`config.mk`:
```
export PLATFORM = sky130hd
export DESIGN_NAME = hex_scan_driver
export DESIGN_NICKNAME = d
export VERILOG_FILES = /design/src/rtl/hex_scan_driver_pkg.sv /design/src/rtl/hex_scan_driver_scan_timebase.sv /design/src/rtl/hex_scan_driver.sv
export SDC_FILE = /design/constraint.sdc
export NUM_CORES = 1
export LEC_CHECK = 0
export CORE_MARGIN = 4
export CORE_UTILIZATION = 54
export CTS_CLUSTER_DIAMETER = 40
export DETAILED_ROUTE_END_ITERATION = 10
export HOLD_SLACK_MARGIN = 0.1
export PLACE_DENSITY = 0.83
export SYNTH_ARGS = -nofsm -noshare
export SYNTH_HDL_FRONTEND = slang
export SYNTH_SLANG_ARGS = --single-unit
```
`constraint.sdc`:
```
create_clock -name clk100_i -period 2.5 [get_ports clk100_i]
set_input_delay 0.5 -clock clk100_i [delete_from_list [all_inputs] [get_ports clk100_i]]
set_output_delay 0.5 -clock clk100_i [all_outputs]
set_load 0.05 [all_outputs]
```
`src/rtl/hex_scan_driver_pkg.sv`:
```
// Shared constants and helpers for the scanned 4-digit display driver.
package hex_scan_driver_pkg;

  localparam logic [6:0] SEG_OFF     = 7'h7F;
  localparam logic [3:0] AN_OFF      = 4'hF;
  localparam int         DIGIT_IDX_W = 2;
  localparam int         NUM_DIGITS  = 4;

  // Counter width for a modulo-n counter; never narrower than one bit.
  function automatic int cnt_width(input int n);
    if (n > 1) begin
      return $clog2(n);
    end else begin
      return 1;
    end
  endfunction

endpackage

```
`src/rtl/hex_scan_driver_scan_timebase.sv`:
```
// Slot/digit/frame counters for the display scan: t runs within a slot,
// d selects the digit, the frame counter paces the blink half-period.
module scan_timebase
  import hex_scan_driver_pkg::*;
#(
  parameter int DIGIT_PERIOD = 100000,
  parameter int BLINK_FRAMES = 125,
  parameter int T_W          = cnt_width(DIGIT_PERIOD)
) (
  input  logic                   clk,
  input  logic                   rstn,
  output logic [T_W-1:0]         t,
  output logic [DIGIT_IDX_W-1:0] d,
  output logic                   slot_start,
  output logic                   frame_end,
  output logic                   blink_tick
);

  localparam int F_W = cnt_width(BLINK_FRAMES);

  logic [F_W-1:0] frame_cnt;
  logic           slot_end;

  assign slot_start = (t == '0);
  assign slot_end   = (t == T_W'(DIGIT_PERIOD - 1));
  assign frame_end  = slot_end && (d == DIGIT_IDX_W'(NUM_DIGITS - 1));
  assign blink_tick = frame_end && (frame_cnt == F_W'(BLINK_FRAMES - 1));

  // Slot, digit and frame counters; d wraps 3 -> 0 by its own width.
  always_ff @(posedge clk) begin
    if (!rstn) begin
      t         <= '0;
      d         <= '0;
      frame_cnt <= '0;
    end else begin
      if (slot_end) begin
        t <= '0;
        d <= d + DIGIT_IDX_W'(1);
      end else begin
        t <= t + T_W'(1);
      end
      if (blink_tick) begin
        frame_cnt <= '0;
      end else if (frame_end) begin
        frame_cnt <= frame_cnt + F_W'(1);
      end
    end
  end

endmodule

```
`src/rtl/hex_scan_driver.sv`:
```
// Time-multiplexes four 7-segment patterns onto one segment bus with
// guard blanking, per-frame input snapshot and per-digit blinking.
module hex_scan_driver
  import hex_scan_driver_pkg::*;
#(
  parameter int DIGIT_PERIOD = 100000,
  parameter int GUARD_CYCLES = 2000,
  parameter int BLINK_FRAMES = 125
) (
  input  logic       clk100_i,
  input  logic       rstn_i,
  input  logic [6:0] hex3_i,
  input  logic [6:0] hex2_i,
  input  logic [6:0] hex1_i,
  input  logic [6:0] hex0_i,
  input  logic [3:0] blink_mask_i,
  input  logic       blank_i,
  output logic [6:0] seg_o,
  output logic [3:0] an_o,
  output logic       frame_start_o
);

  localparam int T_W = cnt_width(DIGIT_PERIOD);

  logic [T_W-1:0]                t;
  logic [DIGIT_IDX_W-1:0]        d;
  logic                          slot_start;
  logic                          frame_end;
  logic                          blink_tick;
  logic                          snap_en;
  logic                          dark;
  logic [NUM_DIGITS-1:0][6:0]    snap_seg;
  logic [NUM_DIGITS-1:0]         snap_mask;
  logic                          blink_phase;
  logic [3:0]                    an_next;
  logic [6:0]                    seg_next;

  scan_timebase #(
    .DIGIT_PERIOD (DIGIT_PERIOD),
    .BLINK_FRAMES (BLINK_FRAMES),
    .T_W          (T_W)
  ) u_timebase (
    .clk        (clk100_i),
    .rstn       (rstn_i),
    .t          (t),
    .d          (d),
    .slot_start (slot_start),
    .frame_end  (frame_end),
    .blink_tick (blink_tick)
  );

  assign snap_en = slot_start && (d == '0);

  // Anode/segment selection for the current state; the guard window keeps
  // adjacent digits from overlapping across a slot boundary.
  always_comb begin
    an_next  = AN_OFF;
    seg_next = SEG_OFF;
    dark     = (t < T_W'(GUARD_CYCLES)) || blank_i || (blink_phase && snap_mask[d]);
    if (dark) begin
      an_next  = AN_OFF;
      seg_next = SEG_OFF;
    end else begin
      an_next  = ~(4'b0001 << d);
      seg_next = snap_seg[d];
    end
  end

  // Snapshot, blink phase and registered outputs. frame_start_o is high in
  // the cycle whose state is t==0, d==0, i.e. one edge after frame_end.
  always_ff @(posedge clk100_i) begin
    if (!rstn_i) begin
      snap_seg      <= {NUM_DIGITS{SEG_OFF}};
      snap_mask     <= 4'h0;
      blink_phase   <= 1'b0;
      seg_o         <= SEG_OFF;
      an_o          <= AN_OFF;
      frame_start_o <= 1'b0;
    end else begin
      if (snap_en) begin
        snap_seg  <= {hex3_i, hex2_i, hex1_i, hex0_i};
        snap_mask <= blink_mask_i;
      end
      if (blink_tick) begin
        blink_phase <= ~blink_phase;
      end
      seg_o         <= seg_next;
      an_o          <= an_next;
      frame_start_o <= frame_end;
    end
  end

endmodule

```
==> impl_results.md <==
- Post-CTS setup buffers: 0
- Worst-skew pair later-pin latency: roughly 0.37 ns
- Sequential share of the synthesized area: roughly 44%
- Clock root cell: clkbuf_8
- CP Launch Type: flip-flop
- RSZ-0062 raised after global routing: false
- Crit share post-route: between 70% and 80%
- Synth area leaders: dfxtp_1, nand3_1, mux4_2, o21ai_1, ha_1
- Cells on worst reg2reg path: 5
- Drt first-iter violations: 259
- Seq cells post-synth: 71
- R2R Path Start: u_timebase.d[0]$_SDFFE_PN0P_
- Final wirelength: ~7.5 mm
- Post-CTS Hold Buffers: 0
- PostCTS Resize Cnt: 0
- Wire per inst: 15.8 um
- Clock Path Buffers: 2
- Fin nets: 437
- Filler Cells Inserted: 475
- Fin crit period: about 2.0 ns
- Synth Instances: ~360
- Worst path bufs/invs: 1
- Post-synth EDFFs: 0
- Max-cap violations: 0
- Worst hold path depth: 2
- Ant. Diodes: 0
- Residual DRC: 0
- Post-Route Setup TNS: 0 ns
- Hold Crit Class: flip-flop to flip-flop
- R2r setup slk: roughly 0.62 ns
- Layout Cells excl Fill: between 400 and 500
- Post-route worst setup slack: 0.508 ns
- Highest clock rate: about 0.5 GHz
- TritonCTS clock tree: done
- # rows: 28
- Max-slew violation count: 0
- End of the worst register-to-register path: u_timebase.frame_cnt[4]$_SDFFE_PP0P_
- CTS H-tree depth: 3
- Max transition margin: a little over 30%
- Post-synth top area share: a little over two fifths
- Cell accounting for the most synthesized area: dfxtp_1
- Worst path slowest cell: clkdlybuf4s50_1
- Critical Path RT: roughly 2.0 ns
- Max FO, Critical Path: 1
- Initial Util: 55.3%
- Global-route wire length before repair: roughly 13 mm
- Dominant synthesized flop cell: dfxtp_1
- Ys async rst share: 0%
- Met2 Routed Length: ~3.6 mm
- CTS Buf Count: 9
- I/O Buffers: 46
- Core area: between 5000 and 6000 sq um
- Crit Path Class: flip-flop to primary output
- Avg Cell Area, Syn: between 9 and 10 sq um
- Metal3 WL: around 460 um
- GP Congestion: 0.839
- Die X: roughly 86 um
- Synth cell count leaders: dfxtp_1, nand3_1, o21ai_1
- Status: finished clean
- Die area: 7340 sq um
- Worst path top cell family by delay: buffers and inverters
- Netlist cell types: 48
- Post-layout util: between 60% and 70%
- Arr. time, crit path: around 1.5 ns
- Chip height: 85.6 um
- Initial antenna violation count: 0
- Reg clk slew, reported paths: approximately 0.08 ns
- Final hold viol count: 0
- Grt total ovfl: 0
- Least-Margin Pin Slew: a little over 1 ns
- Vias in the first global route: approximately 2.6k
- Clk sink count: 71
- GR Util All Layers: 21.7%
- Post-synthesis net count: about 400
- HPWL Detailed: slightly above 5 mm
- P per Cell Area: between 600 and 700 nW/um^2
- Hold path start: snap_seg[14]$_SDFFE_PN1P_
- Largest net degree at the start of global routing: 33
- Total leakage power: ~1.4 nW
- Hold worst-path end: snap_seg[14]$_SDFFE_PN1P_
- Final setup viols: 0
- Routed Antenna Nets: 0
- Drt via density: slightly below 6
- YS warnings: 0
- Dpl ws: roughly 0.56 ns
- Fin Clk Skew: around 0.012 ns
- Ports: 47
- Total number of vias: 2,810
- Drt first pass iters: 5
- CP peak stage delay: approximately 0.8 ns
- Placed insts: between 400 and 500
- Critical Path, Cell by Cell: clkdlybuf4s50_1
- Critical path capture point type: primary output
- Cell area after synthesis: 3260 sq um
- DR top layer: met4
- Share of layout cells above drive strength 1: 10.5%
- Layout area overhead: 22.0%
- IR drop worst, VDD: approximately 0.41 mV
- Met1 wire length: 3.35 mm
-- worst max path at each step --
stage                                  from                              endpoint  slack, ns  cells past startpoint
5_1_grt        u_timebase.d[0]$_SDFFE_PN0P_  u_timebase.frame_cnt[4]$_SDFFE_PP0P_       0.43                      5
4_1_cts                 seg_o[3]$_SDFF_PP1_                              seg_o[3]       0.49                      1
3_3_place_gp                         rstn_i              frame_start_o$_SDFF_PN0_       0.65                      3
3_5_place_dp                         rstn_i                   seg_o[6]$_SDFF_PP1_       0.56                      3
6_report                seg_o[3]$_SDFF_PP1_                              seg_o[3]       0.51                      1
2_1_floorplan  u_timebase.d[1]$_SDFFE_PN0P_              snap_seg[0]$_SDFFE_PN1P_       0.67                      9
-- cell type report --
type / instances / area (sq um) / share of cell area [%]
Timing Repair Buffer: 53 / 513 / 12.9
Clock inverter: 7 / 128 / 3.21
Sequential cell: 71 / 1420 / 35.8
Clock buffer: 9 / 124 / 3.12
Multi-Input combinational cell: 247 / 1650 / 41.5
Inverter: 12 / 45.0 / 1.13
Tap cell: 75 / 93.8 / 2.36
-- routing by layer --
layer	GRT usage (%)	vias to the layer above
met3	5.38	12
met1	29.9	1334
met5	0	-
met2	32.8	96
met4	8.35	0
li1	-	1368
-- layout by cell type (no fill, tap or decap), types with 5 or more instances in the layout --
cell,count
nand2b_1,8
ha_1,8
clkbuf_8,9
xor2_1,7
and3_1,6
mux4_2,8
nand4_1,6
a21oi_1,12
nand3_1,71
clkdlybuf4s50_1,46
o21ai_0,8
nand2_1,14
dfxtp_1,71
inv_1,12
nor4_1,5
nor2_1,17
buf_4,7
o21ai_1,32
-- registers in the layout, indices dropped and copies added, names as in the netlist --
name	flops
snap_seg	28
u_timebase.t	17
seg_o	7
u_timebase.frame_cnt	7
an_o	4
snap_mask	4
u_timebase.d	2
blink_phase	1
frame_start_o	1
-- stage by stage --
stage | power (mW) | instance area, sq um | hold slack, ns
global route | 2.77 | 3970 | 0.510
CTS | 2.68 | 3970 | 0.485
global placement | 1.53 | 3720 | 0.454
detailed placement | 1.54 | 3720 | 0.462
finish | 2.67 | 3970 | 0.483
floorplan | 1.44 | 3260 | 0.441
-- report_power, final --
part | switching [mW] | total [mW] | internal, mW
Clock | 0.474 | 1.15 | 0.676
Sequential | 0.0363 | 1.23 | 1.20
Combinational | 0.142 | 0.286 | 0.144
Total | 0.652 | 2.67 | 2.02
-- cell families after synthesis --
family	after synthesis	synth area share, %
adders and majority gates	8	3.07
buffers and inverters	41	5.76
and+or+nand+nor	150	26.5
muxes	9	5.84
xor gates and xnor gates	11	2.96
DFF	71	43.7
AOI/OAI and AO/OA	69	12.2
(Power assumes the default switching activity.)
